==> src/rtl/sipo_deser.sv <==
// Serial-in/parallel-out deserializer with a Valid/Ack hold register and a sticky
// Overrun flag for words lost while the previous word was still unacknowledged.
module sipo_deser #(
   parameter int unsigned WIDTH     = 8,
   parameter bit          MSB_FIRST = 1'b1
) (
   input  logic             CLK,
   input  logic             RST,
   input  logic             Start,
   input  logic             Write,
   input  logic             D_In,
   input  logic             Ack,
   input  logic             ClrErr,
   output logic [WIDTH-1:0] D_Out,
   output logic             Valid,
   output logic             Busy,
   output logic             Overrun
);

   localparam int unsigned    CntW    = $clog2(WIDTH + 1);
   localparam logic [CntW-1:0] LastIdx = CntW'(WIDTH - 1);

   typedef enum logic [0:0] {StIdle, StShift} state_e;

   state_e           state_q, state_d;
   logic [CntW-1:0]  cnt_q, cnt_d;
   logic [WIDTH-1:0] shreg_q, shreg_d;
   logic [WIDTH-1:0] dout_q, dout_d;
   logic             valid_q, valid_d;
   logic             overrun_q, overrun_d;

   logic [WIDTH-1:0] shift_in;
   logic             done;
   logic             drop;

   // Incoming word with the current bit included, so completion can use it directly.
   always_comb begin
      if (MSB_FIRST) begin
         shift_in = {shreg_q[WIDTH-2:0], D_In};
      end else begin
         shift_in = {D_In, shreg_q[WIDTH-1:1]};
      end
   end

   // Frame sequencing
   always_comb begin
      state_d = state_q;
      cnt_d   = cnt_q;
      shreg_d = shreg_q;
      done    = 1'b0;
      unique case (state_q)
         StIdle: begin
            if (Start) begin
               state_d = StShift;
               cnt_d   = '0;
               shreg_d = '0;
            end
         end
         StShift: begin
            if (Start) begin
               cnt_d   = '0;
               shreg_d = '0;
            end else if (Write) begin
               shreg_d = shift_in;
               if (cnt_q == LastIdx) begin
                  done    = 1'b1;
                  state_d = StIdle;
                  cnt_d   = '0;
               end else begin
                  cnt_d = cnt_q + CntW'(1);
               end
            end
         end
         default: begin
            state_d = StIdle;
            cnt_d   = '0;
         end
      endcase
   end

   // Output hold register and error flag
   always_comb begin
      dout_d  = dout_q;
      valid_d = valid_q;
      drop    = 1'b0;
      if (done) begin
         if (!valid_q || Ack) begin
            dout_d  = shift_in;
            valid_d = 1'b1;
         end else begin
            drop = 1'b1;
         end
      end else if (valid_q && Ack) begin
         valid_d = 1'b0;
      end
      // A drop on the same edge as ClrErr must still be reported.
      if (drop) begin
         overrun_d = 1'b1;
      end else if (ClrErr) begin
         overrun_d = 1'b0;
      end else begin
         overrun_d = overrun_q;
      end
   end

   always_ff @(posedge CLK) begin
      if (RST) begin
         state_q   <= StIdle;
         cnt_q     <= '0;
         shreg_q   <= '0;
         dout_q    <= '0;
         valid_q   <= 1'b0;
         overrun_q <= 1'b0;
      end else begin
         state_q   <= state_d;
         cnt_q     <= cnt_d;
         shreg_q   <= shreg_d;
         dout_q    <= dout_d;
         valid_q   <= valid_d;
         overrun_q <= overrun_d;
      end
   end

   assign D_Out   = dout_q;
   assign Valid   = valid_q;
   assign Busy    = (state_q == StShift);
   assign Overrun = overrun_q;

endmodule

==> config.mk <==
export PLATFORM = sky130hd
export DESIGN_NAME = sipo_deser
export DESIGN_NICKNAME = d
export VERILOG_FILES = /design/src/rtl/sipo_deser.sv
export SDC_FILE = /design/constraint.sdc
export NUM_CORES = 1
export LEC_CHECK = 0
export ABC_AREA = 1
export CAP_MARGIN = 0
export CORE_AREA = 8 8 55 57
export CTS_CLUSTER_SIZE = 30
export DETAILED_ROUTE_END_ITERATION = 8
export DIE_AREA = 0 0 63 65
export PLACE_DENSITY = 0.72
export RECOVER_POWER = 25
export SYNTH_ARGS = -nofsm -noshare
export SYNTH_HDL_FRONTEND = slang
export SYNTH_SLANG_ARGS = --single-unit
==> constraint.sdc <==
create_clock -name CLK -period 1.65 [get_ports CLK]
set_input_delay 0.165 -clock CLK [delete_from_list [all_inputs] [get_ports CLK]]
set_output_delay 0.165 -clock CLK [all_outputs]
set_load 0.005 [all_outputs]
==> results.sh, run 1 <==
export IMPL_finClkSkew_ns=0.00248
export IMPL_crit_family="buffers and inverters"
export IMPL_cts_resized=0
export IMPL_vias=893
export IMPL_relSlewSlack=0.827
export IMPL_worst_pin_slew_ns=0.258
export IMPL_clkPwrFrac=0.339
export IMPL_crit_type="register to primary output"
export IMPL_ys_warn_count=0
export IMPL_seqPwrFrac=0.597
export IMPL_crit_slowest_cell="clkdlybuf4s50_1"
export IMPL_path_max_fanout=5
export IMPL_drive_gt1_frac=0.117
export IMPL_hpwlAfterDp_um=1470
export IMPL_area_delta_synth_final_pct=24.3
export IMPL_place_gp_congestion=0.801
export IMPL_clock_root_buffer="clkbuf_4"
export IMPL_post_cts_buffers=0
export IMPL_ys_ff_latch=22
export IMPL_internal_power_w=0.000695
export IMPL_leakage_nw=0.510
export IMPL_drv_cap=0
export IMPL_crit_arrival_ns=1.31
export IMPL_postRouteAntennaNets=0
export IMPL_fin_crit_sh=0.896
export IMPL_grt_setup_unrepaired="false"
export IMPL_fin_crit_ns=1.48
export IMPL_cp_slowest_stage_delay_ns=0.55
export IMPL_grt_pass1_wl_um=3540
export IMPL_worstHoldPathType="primary input to register"
export IMPL_status="completed"
export IMPL_antenna_found_initial=0
export IMPL_path_buf_inv=1
export IMPL_clock_sinks=22
export IMPL_start_kind="register"
export IMPL_switching_power_w=0.000208
export IMPL_ios=18
export IMPL_avgSynthCellArea_um2=7.11
export IMPL_io_buffer_count=17
export IMPL_slew_violations=0
export IMPL_wl_per_cell_um=10.6
export IMPL_totalWireLength_um=2030
export IMPL_cts_htree_levels=1
export IMPL_clk_latency_ns=0.31
export IMPL_viasPerCell=4.68
export IMPL_drcViolationCount=0
export IMPL_hold_viol=0
export IMPL_grt_overflow_total=0
export IMPL_start_util=0.470
export IMPL_switching_share=0.231
export IMPL_numCtsBuffers=3
export IMPL_placement_rows=17
export IMPL_track_usage=0.104
export IMPL_stdcell_area_mm2=0.00125
export IMPL_max_clock_path_buffers=2
export IMPL_first_global_vias=851
export IMPL_dr_pass1_iters=4
export IMPL_grt_max_degree=14
export IMPL_clkTransAtPathRegs_ns=0.13
export IMPL_diodes=0
export IMPL_cp_data_required_time_ns=1.48
export IMPL_tns_ns=0
export IMPL_drt_initial_drc_count=33
export IMPL_die_h_um=65
export IMPL_setup_violations=0
export IMPL_final_nets=172
export IMPL_cp_end_kind="primary output"
export IMPL_p_per_area_mw_per_mm2=719
export IMPL_max_freq_ghz=0.676
export IMPL_worstPathCellList="clkdlybuf4s50_1"
export IMPL_synth_seq_area_share=0.436
export IMPL_cts_tree="yes"
export IMPL_synth_fp_nets=150
export IMPL_final_common_cell="nand2_1"
export IMPL_syn_area_mm2=0.00101
export IMPL_die_w_um=63
export IMPL_synthDistinctLibCells=17
export IMPL_dpl_cell_area_mm2=0.00122
export IMPL_combPwrFrac=0.064
export IMPL_syn_instance_count=142
export IMPL_final_cell_mix="nand2_1, inv_1, dfxtp_1"
export IMPL_ir_drop_mv=0.364
export IMPL_dieArea_mm2=0.00410
export IMPL_core_area_mm2=0.00215
export IMPL_cts_hold_buf=0
[flip-flops by register name, indices dropped and copies added, names as in the netlist]
| register | flops |
|---|---|
| shreg_q | 7 |
| Valid | 1 |
| D_Out | 8 |
| Busy | 1 |
| cnt_q | 4 |
| Overrun | 1 |
[Yosys cell counts]
library cell	count	share of area
clkbuf_1	1	0.0037
dfxtp_1	22	0.44
inv_2	2	0.0074
nor2_2	8	0.050
clkinv_1	2	0.0074
nor2_1	3	0.011
a21oi_1	14	0.069
nand3_1	11	0.055
o211ai_1	1	0.0074
nand2_4	1	0.011
nand2_1	41	0.15
nand3_4	2	0.035
nand4_1	1	0.0062
ha_1	1	0.012
inv_1	30	0.11
nor2_8	1	0.020
o21ai_0	1	0.0050
[metrics by stage]
stage | hold slack [ns] | utilization | power [W] | worst slack, ns | std cells
4_1_cts | 0.456 | 0.584 | 0.000913 | 0.158 | 191
2_1_floorplan | 0.234 | - | 0.000579 | 0.459 | 142
3_3_place_gp | 0.453 | 0.567 | 0.000607 | 0.229 | 187
6_report | 0.463 | 0.584 | 0.000903 | 0.172 | 191
3_5_place_dp | 0.464 | 0.567 | 0.000609 | 0.146 | 187
5_1_grt | 0.459 | 0.584 | 0.000936 | 0.122 | 191
[cell type report]
cell class | instances | area [µm²]
clock buffer | 4 | 36.3
fill | 211 | 893
inverter | 34 | 128
multi-input combinational | 85 | 438
sequential | 22 | 440
tap | 28 | 35.0
timing repair buffer | 18 | 178
[worst register-to-register path, delay by kind of cell (launching register included)]
kind	cells	cell delay, ns
fa+ha+maj	1	0.26
flops	1	0.41
buf+inv	1	0.04
simple gates	5	0.61
[path summary, 6_finish.rpt]
check	startpoint	to	slack, ns	depth (start not counted)
min reg2reg	Overrun	Overrun	0.48	2
max reg2reg	cnt_q[0]	D_Out[4]	0.28	7
max	Busy	Busy	0.17	1
min	D_In	shreg_q[0]	0.46	3
[routing by layer]
metal	vias to the layer above	GRT usage	wire length [µm]
met4	0	0.0541	29
met3	4	0.0258	56
li1	473	-	-
met1	402	0.103	920
met5	-	0	0
met2	14	0.196	1020
[power by group through the flow]
| stage | clock network [W] | logic (W) | registers [W] |
|---|---|---|---|
| after floorplan | 0 | 0.0000287 | 0.000551 |
| after global placement | 0 | 0.0000562 | 0.000551 |
| after detailed placement | 0 | 0.0000577 | 0.000551 |
| after CTS | 0.000315 | 0.0000579 | 0.000539 |
| after global routing | 0.000332 | 0.0000643 | 0.000540 |
| final | 0.000306 | 0.0000576 | 0.000539 |
[cells by family after synthesis]
kind of cell | count (synthesis) | synth area share
flip-flops | 22 | 0.436
AO/OA/AOI/OAI | 16 | 0.0818
adder cells (fa/ha/maj) | 1 | 0.0124
AND/OR/NAND/NOR | 68 | 0.340
buffers and inverters | 35 | 0.130
(Power assumes the default switching activity.)
==> run 2, diff against run 1 <==
--- a/config.mk
+++ b/config.mk
@@ -8,6 +8,7 @@
 export ABC_AREA = 1
 export CAP_MARGIN = 0
 export CORE_AREA = 8 8 55 57
+export CTS_BUF_LIST = sky130_fd_sc_hd__clkbuf_8 sky130_fd_sc_hd__clkbuf_16
 export CTS_CLUSTER_SIZE = 30
 export DETAILED_ROUTE_END_ITERATION = 8
 export DIE_AREA = 0 0 63 65
==> constraint.sdc (replaced) <==
create_clock -name CLK -period 1.65 [get_ports CLK]
set_input_delay 0.495 -clock CLK [delete_from_list [all_inputs] [get_ports CLK]]
set_output_delay 0.495 -clock CLK [all_outputs]
set_load 0.005 [all_outputs]
==> run 2 against run 1 <==
Against the previous run:
- worst setup slack lost 0.13 ns
- count of clock-buffer cells in the layout is 1 lower
- critical path depth stayed put
- sequential power about the same
- largest power group unchanged
==> results.sh, run 2 (synthesized netlist as in run 1, its figures left out) <==
export IMPL_diodes=0
export IMPL_finClkSkew_ns=0.00784
export IMPL_antenna_found_initial=0
export IMPL_first_global_vias=786
export IMPL_cts_resized=0
export IMPL_vias=915
export IMPL_grt_overflow_total=0
export IMPL_cts_tree="yes"
export IMPL_clk_latency_ns=0.27
export IMPL_cts_hold_buf=0
export IMPL_worstPathCellList="clkdlybuf4s50_1"
export IMPL_hold_viol=0
export IMPL_cp_data_required_time_ns=1.15
export IMPL_crit_arrival_ns=1.11
export IMPL_finalPower_w=0.00111
export IMPL_max_freq_ghz=0.622
export IMPL_cp_slowest_stage_delay_ns=0.51
export IMPL_ir_drop_mv=0.387
export IMPL_setup_violations=0
export IMPL_cts_htree_levels=1
export IMPL_placement_rows=17
export IMPL_setup_ws_ns=0.0418
export IMPL_max_clock_path_buffers=2
export IMPL_place_gp_congestion=0.820
export IMPL_place_ws_ns=-0.117
export IMPL_largest_reg_flops=8
export IMPL_grt_max_degree=14
export IMPL_viasPerCell=4.67
export IMPL_leakage_nw=0.549
export IMPL_ios=18
export IMPL_drcViolationCount=0
export IMPL_postRouteAntennaNets=0
export IMPL_dr_pass1_iters=5
export IMPL_status="completed"
export IMPL_grt_setup_unrepaired="false"
export IMPL_slew_violations=0
export IMPL_drt_initial_drc_count=24
export IMPL_clock_root_buffer="clkbuf_8"
export IMPL_fin_crit_ns=1.61
export IMPL_drive_gt1_frac=0.143
export IMPL_fin_crit_sh=0.975
export IMPL_fin_util=0.614
export IMPL_relSlewSlack=0.822
export IMPL_worst_pin_slew_ns=0.266
export IMPL_stdcell_area_mm2=0.00132
export IMPL_final_common_cell="nand2_1"
export IMPL_drv_cap=0
export IMPL_io_buffer_count=17
export IMPL_crit_slowest_cell="clkdlybuf4s50_1"
export IMPL_final_cell_mix="nand2_1, inv_1, dfxtp_1"
export IMPL_path_buf_inv=1
export IMPL_final_nets=177
export IMPL_path_max_fanout=2
export IMPL_grt_pass1_wl_um=3420
export IMPL_numCtsBuffers=3
export IMPL_start_kind="register"
export IMPL_hpwlAfterDp_um=1510
export IMPL_wl_per_cell_um=10.8
export IMPL_crit_type="register to primary output"
export IMPL_clock_sinks=22
export IMPL_totalWireLength_um=2120
export IMPL_core_area_mm2=0.00215
export IMPL_clkTransAtPathRegs_ns=0.08
export IMPL_dieArea_mm2=0.00410
export IMPL_p_per_area_mw_per_mm2=840
export IMPL_track_usage=0.103
export IMPL_die_w_um=63
export IMPL_cp_end_kind="primary output"
export IMPL_start_util=0.470
export IMPL_dpl_cell_area_mm2=0.00126
export IMPL_worstHoldPathType="register to register"
export IMPL_area_delta_synth_final_pct=30.7
export IMPL_post_cts_buffers=0
export IMPL_crit_family="buffers and inverters"
export IMPL_die_h_um=65
run 2: final cells by class:
class | count | area, µm²
fill | 196 | 828
sequential | 22 | 440
multi-input combinational | 85 | 430
timing repair buffer | 23 | 215
inverter | 34 | 128
clock buffer | 3 | 41.3
tap | 28 | 35.0
clock inverter | 1 | 30.0
run 2: through the flow:
stage                     hold slack (ns)  TNS [ns]  std cells
after floorplan                     0.439         0        142
after global placement              0.452     -1.25        192
after detailed placement            0.470     -1.73        192
after CTS                           0.482         0        196
after global routing                0.503         0        196
final                               0.481         0        196
run 2: report_power, final:
part           switching (W)  leakage (nW)  total (W)  internal (W)
logic              0.0000356         0.336  0.0000685     0.0000329
clock network       0.000180        0.0357   0.000504      0.000324
registers         0.00000242         0.178   0.000536      0.000534
run 2: path summary, 6_finish.rpt:
| check | startpoint | endpoint | slack [ns] | cells past startpoint |
|---|---|---|---|---|
| worst max-delay path | Overrun | Overrun | 0.04 | 1 |
| worst min-delay path | shreg_q[6] | shreg_q[6] | 0.48 | 2 |
| worst max register to register | cnt_q[0] | D_Out[4] | 0.28 | 7 |
| worst min register to register | shreg_q[6] | shreg_q[6] | 0.48 | 2 |
run 2: layer usage:
metal,GRT usage,share of wire
met5,0,0
met2,0.183,0.49
met3,0.0258,0.035
met1,0.111,0.45
met4,0.0513,0.020
==> run 3, diff against run 2 <==
--- a/config.mk
+++ b/config.mk
@@ -8,10 +8,11 @@
 export ABC_AREA = 1
 export CAP_MARGIN = 0
 export CORE_AREA = 8 8 55 57
-export CTS_BUF_LIST = sky130_fd_sc_hd__clkbuf_8 sky130_fd_sc_hd__clkbuf_16
+export CTS_BUF_LIST = sky130_fd_sc_hd__clkbuf_4 sky130_fd_sc_hd__clkbuf_8
 export CTS_CLUSTER_SIZE = 30
 export DETAILED_ROUTE_END_ITERATION = 8
 export DIE_AREA = 0 0 63 65
+export GPL_TIMING_DRIVEN = 0
 export PLACE_DENSITY = 0.72
 export RECOVER_POWER = 25
 export SYNTH_ARGS = -nofsm -noshare
==> run 3 against run 2 <==
Against the previous run:
- sequential cell count unchanged
- final area down 4.7%
- clock skew about the same
- sequential share of layout area up 2.4 points
- critical path type is now primary input to register
- highest routed layer unchanged
- cell count down 2.0%
- critical path depth up 5
- core utilization down 2.9 points
==> results.sh, run 3 (synthesized netlist as in run 1, its figures left out) <==
export IMPL_status="completed"
export IMPL_crit_type="primary input to register"
export IMPL_postRouteAntennaNets=0
export IMPL_first_global_vias=839
export IMPL_io_buffer_count=17
export IMPL_fin_crit_ns=1.48
export IMPL_relSlewSlack=0.711
export IMPL_cp_common_cell="nand2_1"
export IMPL_worstPathCellList="clkdlybuf4s50_1 > nand2_1 > nand2_1 > clkinv_1 > nand2_1 > a21oi_1"
export IMPL_final_nets=173
export IMPL_cts_tree="yes"
export IMPL_crit_arrival_ns=1.67
export IMPL_internal_power_w=0.000694
export IMPL_placement_rows=17
export IMPL_area_delta_synth_final_pct=24.5
export IMPL_crit_slowest_cell="clkdlybuf4s50_1"
export IMPL_vias=863
export IMPL_viasPerCell=4.49
export IMPL_crit_cells=6
export IMPL_final_cell_mix="nand2_1, inv_1, dfxtp_1"
export IMPL_place_gp_congestion=0.751
export IMPL_clkPwrFrac=0.336
export IMPL_max_freq_ghz=0.673
export IMPL_leakage_nw=0.580
export IMPL_hold_viol=0
export IMPL_setup_violations=0
export IMPL_path_max_fanout=9
export IMPL_setup_ws_ns=0.165
export IMPL_clkTransAtPathRegs_ns=0.12
export IMPL_diodes=0
export IMPL_drt_initial_drc_count=33
export IMPL_start_kind="primary input"
export IMPL_grt_max_degree=13
export IMPL_die_h_um=65
export IMPL_cp_slowest_stage_delay_ns=0.56
export IMPL_core_area_mm2=0.00215
export IMPL_drive_gt1_frac=0.146
export IMPL_grt_overflow_total=0
export IMPL_cp_data_required_time_ns=1.84
export IMPL_grt_setup_unrepaired="false"
export IMPL_clock_root_buffer="clkbuf_4"
export IMPL_die_w_um=63
export IMPL_ios=18
export IMPL_start_util=0.470
export IMPL_worstHoldPathType="register to register"
export IMPL_cts_htree_levels=1
export IMPL_worst_pin_slew_ns=0.434
export IMPL_worstHoldPathCells=2
export IMPL_drv_cap=0
export IMPL_hpwlAfterDp_um=1480
export IMPL_rr_worst_depth=7
export IMPL_switching_share=0.228
export IMPL_final_common_cell="nand2_1"
export IMPL_dr_pass1_iters=4
export IMPL_ir_drop_mv=0.500
export IMPL_slew_violations=0
export IMPL_totalWireLength_um=1980
export IMPL_drcViolationCount=0
export IMPL_p_per_area_mw_per_mm2=715
export IMPL_track_usage=0.109
export IMPL_max_clock_path_buffers=2
export IMPL_dieArea_mm2=0.00410
export IMPL_seqPwrFrac=0.597
export IMPL_combPwrFrac=0.067
export IMPL_numCtsBuffers=3
export IMPL_finClkSkew_ns=0.00778
export IMPL_switching_power_w=0.000205
export IMPL_clock_sinks=22
export IMPL_antenna_found_initial=0
export IMPL_clk_latency_ns=0.31
export IMPL_cp_end_kind="register"
export IMPL_place_ws_ns=-0.162
export IMPL_wl_per_cell_um=10.3
export IMPL_fin_crit_sh=0.900
export IMPL_largest_reg_flops=8
export IMPL_hold_slack_ns=0.472
export IMPL_crit_family="buffers and inverters"
export IMPL_grt_pass1_wl_um=3620
export IMPL_finalPower_w=0.000899
export IMPL_path_buf_inv=2
-- run 3: area by class of cell --
class,instances,area (µm²)
inverters,34,128
plain buffers,1,3.75
flip-flops and latches,22,449
clock buffers,4,36.3
fillers,216,891
repair buffers,18,168
well taps,28,35.0
multi-input cells,85,438
-- run 3: worst register-to-register path: cells and delay by family (launching register included) --
| family | cells | cell delay, ns |
|---|---|---|
| simple gates | 5 | 0.62 |
| fa+ha+maj | 1 | 0.27 |
| flops | 1 | 0.42 |
| buf+inv | 1 | 0.05 |
-- run 3: path summary, 6_finish.rpt --
check	slack [ns]	start	to
hold reg to reg	0.47	Overrun	Overrun
setup / recovery	0.17	Write	shreg_q[5]
setup reg to reg	0.24	cnt_q[0]	D_Out[3]
hold / removal	0.47	Overrun	Overrun
-- run 3: power by group through the flow --
stage | clock network (W) | logic [W] | registers [W]
finish | 0.000302 | 0.0000600 | 0.000536
global route | 0.000328 | 0.0000663 | 0.000537
CTS | 0.000314 | 0.0000607 | 0.000536
detailed placement | 0 | 0.0000571 | 0.000551
global placement | 0 | 0.0000562 | 0.000551
floorplan | 0 | 0.0000287 | 0.000551
-- run 3: routing by layer --
metal / share of wire / GRT usage / wire length, µm
met1: 0.46 / 0.113 / 918
met2: 0.48 / 0.195 / 945
met3: 0.043 / 0.0258 / 85
met4: 0.017 / 0.0684 / 34
met5: 0 / 0 / 0
-- run 3: metrics by stage --
stage | TNS, ns | area [µm²] | std cells | utilization
finish | 0 | 1260 | 192 | 0.585
detailed placement | -2.44 | 1210 | 187 | 0.566
global route | 0 | 1260 | 192 | 0.585
CTS | 0 | 1260 | 192 | 0.588
floorplan | 0 | 1010 | 142 | -
global placement | -2.18 | 1210 | 187 | 0.566
-- run 3: what timing repair did --
| item | in CTS | in global routing |
|---|---|---|
| hold endpoints to repair | 0 | 0 |
| resized for setup | 22 | 1 |
| buffers inserted | 1 | 0 |
| endpoints found under the setup margin | 11 | 1 |
| hold buffers | 0 | 0 |
| gates cloned | 0 | 0 |
